===== config.mk =====
export PLATFORM = sky130hd
export DESIGN_NAME = wb_bus_decoder
export DESIGN_NICKNAME = d
export VERILOG_FILES = /design/src/rtl/wb_bus_decoder.sv
export SDC_FILE = /design/constraint.sdc
export NUM_CORES = 1
export LEC_CHECK = 0
export ABC_AREA = 1
export BUFFER_PORTS_ARGS = -buffer_cell sky130_fd_sc_hd__buf_2
export CAP_MARGIN = 40
export CORE_AREA = 2 2 135 137
export CTS_BUF_LIST = sky130_fd_sc_hd__clkbuf_4 sky130_fd_sc_hd__clkbuf_8
export CTS_CLUSTER_SIZE = 40
export DETAILED_ROUTE_END_ITERATION = 8
export DIE_AREA = 0 0 137 139
export PLACE_DENSITY = 0.74
export SETUP_SLACK_MARGIN = 0.4
export SYNTH_ARGS = -nofsm -noshare
export SYNTH_HDL_FRONTEND = slang
export SYNTH_SLANG_ARGS = --single-unit

===== constraint.sdc =====
create_clock -name wb_clk_i -period 7.3 [get_ports wb_clk_i]
set_input_delay 1.46 -clock wb_clk_i [delete_from_list [all_inputs] [get_ports wb_clk_i]]
set_output_delay 1.46 -clock wb_clk_i [all_outputs]
set_load 0.005 [all_outputs]

===== src/rtl/wb_bus_decoder.sv =====
// Wishbone B3 classic single-master to 4-slave address decoder.
// Unmapped or unanswered cycles complete with an error-data ack so the master never stalls.
module wb_bus_decoder #(
    parameter logic [127:0] SLV_BASE = {32'h3000_0000, 32'h2000_0000, 32'h1000_0000, 32'h0000_0000},
    parameter logic [127:0] SLV_MASK = {4{32'hF000_0000}},
    parameter int unsigned  TIMEOUT  = 255,
    parameter logic [31:0]  ERR_DATA = 32'hDEAD_BEEF
) (
    input  logic         wb_clk_i,
    input  logic         wb_rst_i,
    input  logic [31:0]  wbs_adr_i,
    input  logic [31:0]  wbs_dat_i,
    input  logic         wbs_we_i,
    input  logic [3:0]   wbs_sel_i,
    input  logic         wbs_stb_i,
    input  logic         wbs_cyc_i,
    output logic [31:0]  wbs_dat_o,
    output logic         wbs_ack_o,
    output logic [31:0]  wbm_adr_o,
    output logic [31:0]  wbm_dat_o,
    output logic         wbm_we_o,
    output logic [3:0]   wbm_sel_o,
    output logic [3:0]   wbm_stb_o,
    output logic [3:0]   wbm_cyc_o,
    input  logic [127:0] wbm_dat_i,
    input  logic [3:0]   wbm_ack_i,
    output logic         bus_err_o,
    output logic [31:0]  err_adr_o
);
    localparam int NSLV = 4;

    typedef enum logic [1:0] {IDLE, FWD, ERR, RECOVER} state_t;

    state_t      state, state_n;
    logic [7:0]  cnt, cnt_n;
    logic [1:0]  slot, slot_n, hit_idx;
    logic        hit;
    logic [3:0]  stb, stb_n;
    logic [31:0] adr, adr_n, wdat, wdat_n, rdat, rdat_n, eadr, eadr_n;
    logic        we, we_n, ack, ack_n, err, err_n;
    logic [3:0]  sel, sel_n;
    logic [31:0] slot_dat;

    // Descending scan so the lowest matching slot is the one left standing.
    always_comb begin
        hit     = 1'b0;
        hit_idx = '0;
        for (int i = NSLV - 1; i >= 0; i--) begin
            if ((wbs_adr_i & SLV_MASK[32*i +: 32]) == SLV_BASE[32*i +: 32]) begin
                hit     = 1'b1;
                hit_idx = 2'(i);
            end
        end
    end

    assign slot_dat = wbm_dat_i[{slot, 5'd0} +: 32];

    always_comb begin
        state_n = state;
        cnt_n   = cnt;
        slot_n  = slot;
        stb_n   = stb;
        adr_n   = adr;
        wdat_n  = wdat;
        we_n    = we;
        sel_n   = sel;
        rdat_n  = rdat;
        eadr_n  = eadr;
        ack_n   = 1'b0;
        err_n   = 1'b0;
        case (state)
            IDLE: begin
                if (wbs_cyc_i && wbs_stb_i) begin
                    adr_n  = wbs_adr_i;
                    wdat_n = wbs_dat_i;
                    we_n   = wbs_we_i;
                    sel_n  = wbs_sel_i;
                    if (hit) begin
                        state_n = FWD;
                        stb_n   = 4'b0001 << hit_idx;
                        slot_n  = hit_idx;
                        cnt_n   = '0;
                    end else begin
                        state_n = ERR;
                    end
                end
            end
            FWD: begin
                if (!wbs_cyc_i) begin
                    stb_n   = '0;
                    state_n = IDLE;
                end else if (wbm_ack_i[slot]) begin
                    // Ack beats a coincident timeout.
                    rdat_n  = slot_dat;
                    ack_n   = 1'b1;
                    stb_n   = '0;
                    state_n = RECOVER;
                end else if (cnt == 8'(TIMEOUT)) begin
                    rdat_n  = ERR_DATA;
                    ack_n   = 1'b1;
                    err_n   = 1'b1;
                    eadr_n  = adr;
                    stb_n   = '0;
                    state_n = RECOVER;
                end else begin
                    cnt_n = cnt + 8'd1;
                end
            end
            ERR: begin
                rdat_n  = ERR_DATA;
                ack_n   = 1'b1;
                err_n   = 1'b1;
                eadr_n  = adr;
                state_n = RECOVER;
            end
            RECOVER: begin
                // Wait for the master to drop stb so a lingering strobe is not re-issued.
                if (!wbs_stb_i) state_n = IDLE;
            end
            default: state_n = IDLE;
        endcase
    end

    always_ff @(posedge wb_clk_i or posedge wb_rst_i) begin
        if (wb_rst_i) begin
            state <= IDLE;
            cnt   <= '0;
            slot  <= '0;
            stb   <= '0;
            adr   <= '0;
            wdat  <= '0;
            we    <= 1'b0;
            sel   <= '0;
            rdat  <= '0;
            eadr  <= '0;
            ack   <= 1'b0;
            err   <= 1'b0;
        end else begin
            state <= state_n;
            cnt   <= cnt_n;
            slot  <= slot_n;
            stb   <= stb_n;
            adr   <= adr_n;
            wdat  <= wdat_n;
            we    <= we_n;
            sel   <= sel_n;
            rdat  <= rdat_n;
            eadr  <= eadr_n;
            ack   <= ack_n;
            err   <= err_n;
        end
    end

    assign wbs_dat_o = rdat;
    assign wbs_ack_o = ack;
    assign wbm_adr_o = adr;
    assign wbm_dat_o = wdat;
    assign wbm_we_o  = we;
    assign wbm_sel_o = sel;
    assign wbm_stb_o = stb;
    assign wbm_cyc_o = stb;
    assign bus_err_o = err;
    assign err_adr_o = eadr;

endmodule


==> impl_metrics.ini <==
[status]
status = finished, final reports clean

[cts]
cts_sinks = 151
cts-root-buf = clkbuf_8
cts_tree = built
clock_path_buffers = 2
clkTransAtPathRegs_ps = 90
ctsResizeCount = 0
cts_buffers = 17
clock_latency_ps = 450
htreeDepth = 4
cts_hold_buf = 0
cts_setup_buffers = 0

[synthesis]
synth_top_area_share = 0.5035
ys_seq_area_frac = 0.5035
ys_top_cells_by_area = dfrtp_1 (50%), nand2_1 (29%), nand3_1 (9.1%), buf_2 (2.4%), inv_1 (1.1%)
syn_area_per_cell_um2 = 7.350
synth-main-ff-cell = dfrtp_1
ys_types = 25
synth_top_cell_by_area = dfrtp_1
synth_area_um2 = 7505
netlist_instances = 1021
synth_edf_count = 0
ys_warn_count = 0
async_flop_share = 1.000
syn-num-nets = 1232
ys_seq_elements = 151

[placed_design]
hpwl_um = 16180
placed_cell_area_um2 = 9273
port_buffers = 347
dp_cells = 1541
gp_congestion = 0.9058

[grt]
grt_pass1_vias = 7456
grtUsageTotal = 0.2434
gr-total-overflow = 0
grt_antenna_before_repair = 0
grt_max_degree = 89
grt_pass1_wl_um = 36710

[worst_setup_path]
end_kind = flop
cp_num_buf_inv = 3
critPathLaunchType = flop
path_cells = buf_4 > inv_2 > buf_4 > nand2_1 > nand3_1 > nand2_2 > nand2_2 > nand2_4 > nand2_1 > nand2_1
rrSetupSlack_ps = 4100
cp_top_family = simple AND/OR/NAND/NOR gates
cp_common_cell = nand2_1
criticalPathCategory = reg -> reg
worst_ep_required_time_ps = 7620
crit_arrival_ps = 3520
slowest_delay_ps = 570
slowest_stage = nand2_2
cp_max_fo = 67

[route]
post_drt_wl_per_cell_um = 14.53
via_per_inst = 4.917
drtIter0Drc = 508
firstDrtPassIters = 5
num_vias = 7734
drc = 0
ant_nets = 0
postRouteWirelength_um = 22860

[final_layout]
regArea_um2 = 3780
drive_gt1_frac = 0.3036
nets = 1542
mostFrequentLayoutCells = nand2_1 (575), buf_2 (347), dfrtp_1 (150)
design_area_um2 = 9662
n_antenna_cell = 0
layout_commonest_cell = nand2_1
multi_input_area_um2 = 3303
syn_to_final_growth_pct = 28.74
finalNonFillerCells = 1573
fillCellCount = 1720

[timing]
setup_viol = 0
rsz0062_at_grt = false
slew_viol_final = 0
finalHoldViolations = 0
worstMarginPinSlew_ps = 848.8
max_freq_mhz = 313.0
fin_tns_setup_ps = 0
fin_crit_sh = 0.4377
finClkSkew_ps = 14.53
finalWorstPathRequiredPeriod_ps = 3195
relSlewSlack = 0.4341

[floorplanning]
start_util = 0.4250
die_height_um = 139
fp.dieArea_um2 = 19040
fp.dieW_um = 137
io_pins = 348
fp-row-count = 49
core-area_um2 = 17660

[power]
peakVddDrop_mv = 0.2391
powerDensity_nw_per_um2 = 411.3
leakage_nw = 5.734

[min_path]
min-delay-path-class = reg -> reg

[run]
maxCapViolations = 0
==> worst paths after layout <==
kind | start | end | depth (start not counted)
min reg2reg | wbm_dat_o[24] | wbm_dat_o[24] | 2
max reg2reg | slot[0] | err_adr_o[25] | 10
max | slot[0] | err_adr_o[25] | 10
min in group asynchronous | wb_rst_i | wbm_dat_o[16] | 2
min | wbm_dat_o[24] | wbm_dat_o[24] | 2
max in group asynchronous | wb_rst_i | slot[0] | 3
==> synth_stat cells, types with 2 or more instances <==
master    count
nand2_1     575
dfrtp_1     151
nand3_1     136
buf_2        36
inv_1        22
nor2_1       18
clkbuf_1     14
nand4_1       8
o21ai_0       8
buf_4         7
ha_1          6
nor3_1        6
a21oi_1       4
inv_2         4
nand2_2       4
nand2_4       4
buf_6         3
nand3_2       3
xor2_1        3
buf_1         2
nor2_2        2
nor2_4        2
==> flip-flops by register name (all words and copies together), names as in the netlist <==
register   cells
wbs_ack_o      1
state          2
cnt            8
bus_err_o      1
wbm_cyc_o      4
wbm_dat_o     32
slot           2
wbs_dat_o     32
wbm_sel_o      4
err_adr_o     32
wbm_adr_o     32
wbm_we_o       1
==> tightest hold or removal path, delay by kind of cell (launching register included) <==
family,cells,cell delay [ps]
flip-flops,1,350
AND/OR/NAND/NOR,2,100
==> report_power, final <==
| part | internal, mW | switching, mW | total (mW) |
|---|---|---|---|
| sequential | 1.20 | 0.218 | 1.42 |
| clock | 0.293 | 0.342 | 0.636 |
| combinational | 0.701 | 1.22 | 1.92 |
| total | 2.20 | 1.78 | 3.97 |
==> metal layers <==
metal / track usage / up-vias / share of wire / wire length [µm]
met1: 0.3038 / 3577 / 0.42 / 9516
met3: 0.05044 / 60 / 0.066 / 1518
li1: - / 3805 / - / -
met4: 0.1145 / 0 / 0.038 / 869
met2: 0.4009 / 292 / 0.48 / 10960
met5: 0 / - / 0 / 0
==> through the flow <==
stage	util	worst slack, ps	hold WS [ps]	power, mW
2_1_floorplan	-	1775	465.4	2.655
3_3_place_gp	0.5240	3851	450.7	3.317
3_5_place_dp	0.5252	4018	453.4	3.368
4_1_cts	0.5472	4066	477.0	4.018
5_1_grt	0.5472	3787	499.5	4.347
6_report	0.5472	4105	470.8	3.974
==> area by class of cell <==
class | instances | share of cell area
clock buffer | 19 | 0.02642
clock inverter | 13 | 0.01386
inverter | 27 | 0.01127
multi-input combinational | 781 | 0.3419
sequential | 151 | 0.3912
tap | 229 | 0.02966
timing repair buffer | 353 | 0.1857
==> logic make-up (layout without fill, tap and decap cells) <==
group,after synthesis,in the layout,share of synthesized area
DFF,151,151,0.5035
xor gates and xnor gates,3,3,0.003502
AOI/OAI and AO/OA,13,13,0.008837
buffers and inverters,89,412,0.05735
adders and majority gates,6,6,0.01000
and+or+nand+nor,759,759,0.4168
(Power assumes the default switching activity.)
